[src/rtl/timer_defs.vh]
// Shared state encodings and the all-zero counter value for the countdown timer.
`ifndef TIMER_DEFS_VH
`define TIMER_DEFS_VH
`define ST_IDLE     2'd0
`define ST_RUN      2'd1
`define ST_EXPIRE   2'd2
`define TIMER_ZERO  {WIDTH{1'b0}}
`endif

[src/rtl/countdown_timer_pkg.sv]
// Types and constants shared by the countdown timer top and its channels.
`include "timer_defs.vh"

package countdown_timer_pkg;

  typedef enum logic [1:0] {
    ST_IDLE   = `ST_IDLE,
    ST_RUN    = `ST_RUN,
    ST_EXPIRE = `ST_EXPIRE
  } timer_state_t;

  localparam int NUM_CH  = 2;
  localparam int PRESC_W = 4;

endpackage

[src/rtl/countdown_timer_channel.sv]
// One down-counting channel: load/run/expire FSM plus its value register.
`include "timer_defs.vh"

module timer_channel
  import countdown_timer_pkg::*;
#(
  parameter int WIDTH = 64
) (
  input  logic             Clk,
  input  logic             Reset,
  input  logic             tick,
  input  logic             load,
  input  logic [WIDTH-1:0] load_value,
  output logic [WIDTH-1:0] remain,
  output logic             busy,
  output logic             done
);

  timer_state_t     state_reg, state_next;
  logic [WIDTH-1:0] remain_reg, remain_next;

  always_ff @(posedge Clk or negedge Reset) begin
    if (!Reset) begin
      state_reg  <= ST_IDLE;
      remain_reg <= `TIMER_ZERO;
    end else begin
      state_reg  <= state_next;
      remain_reg <= remain_next;
    end
  end

  // Load has priority over a tick in every state; a zero load parks the channel.
  always_comb begin
    state_next  = state_reg;
    remain_next = remain_reg;
    if (load) begin
      remain_next = load_value;
      state_next  = (load_value != `TIMER_ZERO) ? ST_RUN : ST_IDLE;
    end else begin
      case (state_reg)
        ST_RUN: begin
          if (tick) begin
            remain_next = remain_reg - WIDTH'(1);
            if (remain_reg == WIDTH'(1)) state_next = ST_EXPIRE;
          end
        end
        ST_EXPIRE: state_next = ST_IDLE;
        default:   state_next = ST_IDLE;
      endcase
    end
  end

  assign remain = remain_reg;
  assign busy   = (state_reg == ST_RUN);
  assign done   = (state_reg == ST_EXPIRE);

endmodule

[src/rtl/countdown_timer.sv]
// Two-channel countdown timer: channel 0 ticks every enabled cycle, channel 1 every PRESCALE.
module countdown_timer
  import countdown_timer_pkg::*;
#(
  parameter int WIDTH    = 64,
  parameter int PRESCALE = 4
) (
  input  logic             Clk,
  input  logic             Reset,
  input  logic             En,
  input  logic             Slt,
  input  logic             Load,
  input  logic             LoadSel,
  input  logic [WIDTH-1:0] LoadValue,
  output logic [WIDTH-1:0] Remain0,
  output logic [WIDTH-1:0] Remain1,
  output logic             Busy0,
  output logic             Busy1,
  output logic             Done0,
  output logic             Done1
);

  logic [NUM_CH-1:0] tick, load, busy, done;
  logic [WIDTH-1:0]  remain [NUM_CH];
  logic [PRESC_W-1:0] presc_reg, presc_next;
  logic               presc_wrap;
  logic               ch1_advance;

  assign ch1_advance = En && Slt && busy[1];
  assign presc_wrap  = (presc_reg == PRESC_W'(PRESCALE - 1));

  // Any load to channel 1 restarts its divider so a fresh count gets full periods.
  always_comb begin
    presc_next = presc_reg;
    if (load[1])          presc_next = '0;
    else if (ch1_advance) presc_next = presc_wrap ? '0 : presc_reg + PRESC_W'(1);
  end

  always_ff @(posedge Clk or negedge Reset) begin
    if (!Reset) presc_reg <= '0;
    else        presc_reg <= presc_next;
  end

  assign tick[0] = En && !Slt;
  assign tick[1] = ch1_advance && presc_wrap;

  generate
    for (genvar gi = 0; gi < NUM_CH; gi++) begin : g_ch
      assign load[gi] = Load && (LoadSel == 1'(gi));

      timer_channel #(.WIDTH(WIDTH)) u_channel (
        .Clk        (Clk),
        .Reset      (Reset),
        .tick       (tick[gi]),
        .load       (load[gi]),
        .load_value (LoadValue),
        .remain     (remain[gi]),
        .busy       (busy[gi]),
        .done       (done[gi])
      );
    end
  endgenerate

  assign Remain0 = remain[0];
  assign Remain1 = remain[1];
  assign Busy0   = busy[0];
  assign Busy1   = busy[1];
  assign Done0   = done[0];
  assign Done1   = done[1];

endmodule

[config.mk]
export PLATFORM = sky130hd
export DESIGN_NAME = countdown_timer
export DESIGN_NICKNAME = d
export VERILOG_FILES = /design/src/rtl/countdown_timer_pkg.sv /design/src/rtl/countdown_timer_channel.sv /design/src/rtl/countdown_timer.sv
export VERILOG_INCLUDE_DIRS = /design/src /design/src/rtl
export SDC_FILE = /design/constraint.sdc
export NUM_CORES = 1
export LEC_CHECK = 0
export ABC_AREA = 1
export ABC_CLOCK_PERIOD_IN_PS = 1500
export CAP_MARGIN = 0
export CELL_PAD_IN_SITES_DETAIL_PLACEMENT = 1
export CELL_PAD_IN_SITES_GLOBAL_PLACEMENT = 2
export CORE_UTILIZATION = 25
export CTS_CLUSTER_SIZE = 8
export DETAILED_ROUTE_END_ITERATION = 16
export PLACE_DENSITY_LB_ADDON = 0.3
export SKIP_CTS_REPAIR_TIMING = 1
export SLEW_MARGIN = 20
export SYNTH_ARGS = -nofsm -noshare
export SYNTH_HDL_FRONTEND = slang
export SYNTH_SLANG_ARGS = --single-unit
[constraint.sdc]
create_clock -name Clk -period 1.5 [get_ports Clk]
set_input_delay 0.3 -clock Clk [delete_from_list [all_inputs] [get_ports Clk]]
set_output_delay 0.3 -clock Clk [all_outputs]
set_load 0.005 [all_outputs]
# After elaboration in Yosys (flattened, before gate mapping)
# Cells that the tools add are included.
# totals
register_bits	136
input_bits	70
# op_classes
addsub	3
n_eq_ne	11
muxes	18
n_bitwise	1
n_reduce_logical	17
# ops
cell	count
$mux W64	6
$eq A64 B1 Y1 const B	2
$sub A64 B1 Y64 const B	2
$reduce_bool A64 Y1	1
$mux W2	8
$mux W4	3
$ne A3 B1 Y1 const B	4
$reduce_bool A2 Y1	5
$reduce_and A2 Y1	4
$logic_and A1 B1 Y1	6
$add A4 B1 Y4 const B	1
$eq A2 B1 Y1 const B	2
$eq A2 B2 Y1 const B	2
$eq A4 B2 Y1 const B	1
$logic_not A1 Y1	1
$mux W1	1
$not A1 Y1	1

# Depth between registers and ports, before layout
# logic_depth
depth_word	6
ltp_mapped	12
ltp_nobuf	12

# Modules after synthesis
# Synthesis repeated with hierarchy kept, for this count alone.
# hier_totals
hier_cells	1855
hier_area_um2	11298.3
# by_module_without_submodules
mod	n_inst	cells_each	area_per_inst_um2	seq_area_each_um2
timer_channel (g_ch[1].u_channel)	1	904	5519.0	1651.6
timer_channel (g_ch[0].u_channel)	1	906	5497.8	1651.6
countdown_timer	1	45	281.5	100.1

# Least setup slack after synthesis
# No wires, ideal clock.
# synth_timing
path_type	reg-to-reg
from	register g_ch[0].u_channel.remain_reg[0]
to	register g_ch[0].u_channel.remain_reg[62]
arrival_ps	1510
t_required_ps	1379
path_slack_ps	-132
stages_incl_launch_ff	12
path_buffers	0
synth_period_minus_slack_ps	1632
cell_sequence	dfrtp_1 inv_1 ha_1 nand2_4 nor2_2 nand2_1 nor2_2 nand3_1 nand2_1 nand2_1 nand2_1 nand2_1
# synth_via
elab_chain_len	4
# synth_lines
item	line_no	text
start: declaration	countdown_timer_channel.sv:20	logic [WIDTH-1:0] remain_reg, remain_next;
start signal: assignment	countdown_timer_channel.sv:25	remain_reg <= `TIMER_ZERO;
start signal: assignment	countdown_timer_channel.sv:28	remain_reg <= remain_next;
$sub A64 B1 Y64	countdown_timer_channel.sv:43	remain_next = remain_reg - WIDTH'(1);
$mux W64	countdown_timer_channel.sv:42	if (tick) begin
$mux W64	countdown_timer_channel.sv:40	case (state_reg)
$mux W64	countdown_timer_channel.sv:36	if (load) begin
# Every way passes these cells. The select of a mux whose other input is x is not followed.
# A chain may end at the register's enable or synchronous reset.

# Worst setup path after layout
# layout_timing
from	register g_ch[0].u_channel.remain_reg[3]
to	register g_ch[0].u_channel.remain_reg[27]
# Same word-level chain as after synthesis.

==> impl_metrics.json <==
{
  "status": "finished, violations left",
  "violations": "negative setup slack",
  "cp_common_cell": "nor2_4",
  "finalSetupViolCount": 146,
  "path_delay_family": "simple AND/OR/NAND/NOR gates",
  "critPathBufInv": 2,
  "ys_seq_elements": 136,
  "drt-initial-drc-count": 795,
  "cp.required_ns": 1.84,
  "num_io_pins": 202,
  "fp.dieH_um": 209.5,
  "synth_cells": 1766,
  "grt_pass1_wl_um": 89150,
  "die_x_um": 209.5,
  "yosys.area.top_type": "dfrtp_1",
  "ir_drop_uv": 686.8,
  "synth_edf_count": 0,
  "die_area_um2": 43870,
  "slowest_stage": "dfrtp_2",
  "crit_arrival_ns": 2.22,
  "finalCritPeriodShare": 1.254,
  "cts.sinks": 136,
  "cp_cell_sequence": "buf_12 -> nor2_4 -> nand2_2 -> nor2_4 -> nand2_2 -> nor2_4 -> buf_4 -> xnor2_1 -> o21ai_1",
  "synth_most_common_cell": "nand2_1",
  "drv_slew": 0,
  "drv_cap": 0,
  "synthesis.area_um2": 10760,
  "grt_pass1_vias": 15244,
  "antennaDiodeCount": 0,
  "antenna_left": 0,
  "startpoint_type": "register",
  "power.total_mw": 19.91,
  "final_nets": 2615,
  "drive_gt1_frac": 0.4113,
  "synth_commonest_cells": "nand2_1 (596), nor2_1 (365), inv_1 (177)",
  "tightestPinTransition_ns": 0.6190,
  "slowest_delay_ns": 0.47,
  "drc_errors": 0,
  "critPathKind": "reg -> reg",
  "cts.path.max_buffers": 2,
  "grt-ovfl-total": 0,
  "largest_reg_flops": 128,
  "num_vias": 15142,
  "finalHoldViolations": 0,
  "stdcell_count": 3092,
  "final_cell_area_um2": 20770,
  "grt_max_degree": 36,
  "insertion_delay_ns": 0.45,
  "synth.distinct_cells": 41,
  "fmax_mhz": 531.6,
  "relSlewSlack": 0.5830,
  "dp.cells": 2946,
  "post-place-ws_ns": -0.4891,
  "synth.yosys.seq_area_share": 0.3163,
  "fillers": 5227,
  "cts_buffers": 17,
  "antenna_found_initial": 0,
  "num_rows": 75,
  "worst_slack_ns": -0.3810,
  "hp-class": "in -> async",
  "rsz0062_at_grt": "true",
  "dpl-instance-area_um2": 17140,
  "syn_nets": 1841,
  "avgRoutedWirePerCell_um": 20.86,
  "synth.avg_cell_area_um2": 6.092,
  "layout_min_cycle_time_ns": 1.881,
  "firstDrtPassIters": 5,
  "coreArea_um2": 42230,
  "wl_um": 64510,
  "synth_top_flop_cell": "dfrtp_1",
  "skew_ns": 0.009289,
  "cts-root-buf": "clkbuf_16",
  "vias_per_cell": 4.897,
  "port_buffers": 201,
  "area_growth_pct": 93.03,
  "gp_congestion": 0.9011,
  "start_util": 0.2548,
  "async_flop_share": 1.000,
  "path_clk_slew_ns": 0.07,
  "yosysTopAreaCellShare": 0.3163,
  "synth_area_leaders": "dfrtp_1 (32%), nand2_1 (21%), nor2_1 (13%), inv_1 (6.2%), nand3_1 (5.5%)",
  "yosysWarnings": 0,
  "power_density_nw_per_um2": 958.5,
  "crit_path_max_fanout": 5,
  "leakage_nw": 10.79,
  "end_kind": "register",
  "dpl.hpwl_um": 48440,
  "track_usage": 0.2698,
  "h-tree-depth": 4,
  "cts_tree": "yes"
}
[per-stage QoR]
step	utilization	setup TNS, ns	hold WS [ns]
finish	0.4918	-28.29	0.3030
global route	0.4918	-40.81	0.3288
CTS	0.4194	-78.84	-0.2706
detailed placement	0.4060	-50.40	0.2066
global placement	0.4060	-44.88	0.2068
floorplan	-	0	0.004409
[kinds of logic (layout without fill, tap and decap cells)]
| group | Yosys count | count (layout) | synth area share |
|---|---|---|---|
| AOI/OAI and AO/OA | 177 | 177 | 0.09955 |
| xor gates and xnor gates | 38 | 38 | 0.03093 |
| and+or+nand+nor | 1182 | 1183 | 0.4618 |
| adders and majority gates | 5 | 5 | 0.005815 |
| muxes | 1 | 1 | 0.0009304 |
| buffers and inverters | 227 | 1013 | 0.08466 |
| DFF | 136 | 136 | 0.3163 |
[worst paths after layout]
path / startpoint / endpoint / slack [ns] / cells after the start
min in group Clk: LoadValue[0] / g_ch[0].u_channel.remain[0]$_DFFE_PN0P_ / 0.54 / 3
max in group asynchronous: Reset / g_ch[0].u_channel.remain[57]$_DFFE_PN0P_ / 0.62 / 3
min reg2reg: g_ch[0].u_channel.remain[58]$_DFFE_PN0P_ / g_ch[0].u_channel.remain[58]$_DFFE_PN0P_ / 0.56 / 2
min: Reset / presc_reg[0]$_DFFE_PN0P_ / 0.30 / 2
max: g_ch[0].u_channel.remain[3]$_DFFE_PN0P_ / g_ch[0].u_channel.remain[27]$_DFFE_PN0P_ / -0.38 / 9
max reg2reg: g_ch[0].u_channel.remain[3]$_DFFE_PN0P_ / g_ch[0].u_channel.remain[27]$_DFFE_PN0P_ / -0.38 / 9
[cell type report]
| class | count | area [um2] | share of cell area |
|---|---|---|---|
| Clock buffer | 20 | 466.7 | 0.02247 |
| Timing Repair Buffer | 800 | 7620 | 0.3669 |
| Tap cell | 539 | 674.4 | 0.03247 |
| Sequential cell | 136 | 3481 | 0.1676 |
| Clock inverter | 12 | 101.3 | 0.004880 |
| Multi-Input combinational cell | 1404 | 7734 | 0.3724 |
| Inverter | 181 | 691.9 | 0.03332 |
[layer usage]
layer | track usage | up-vias | share of wire
li1 | - | 7143 | -
met1 | 0.3504 | 7496 | 0.43
met2 | 0.4648 | 393 | 0.50
met3 | 0.02918 | 110 | 0.037
met4 | 0.09162 | 0 | 0.038
met5 | 0 | - | 0
[layout by cell type (no fill, tap or decap), types with 72 or more instances in the layout]
cell / n
buf_6: 164
dfrtp_1: 74
nand2_1: 544
inv_1: 167
nor2_2: 109
dlymetal6s2s_1: 96
nor2_1: 220
nor2_4: 72
buf_4: 432
nand3_1: 105
[power breakdown]
part	switching (mW)	internal (mW)	total, mW	leakage, nW
logic	4.77	5.27	10.0	8.91
clock network	1.96	2.40	4.36	0.281
registers	1.08	4.42	5.50	1.60
total	7.81	12.1	19.9	10.8
Power figures use the tool's default switching activity.
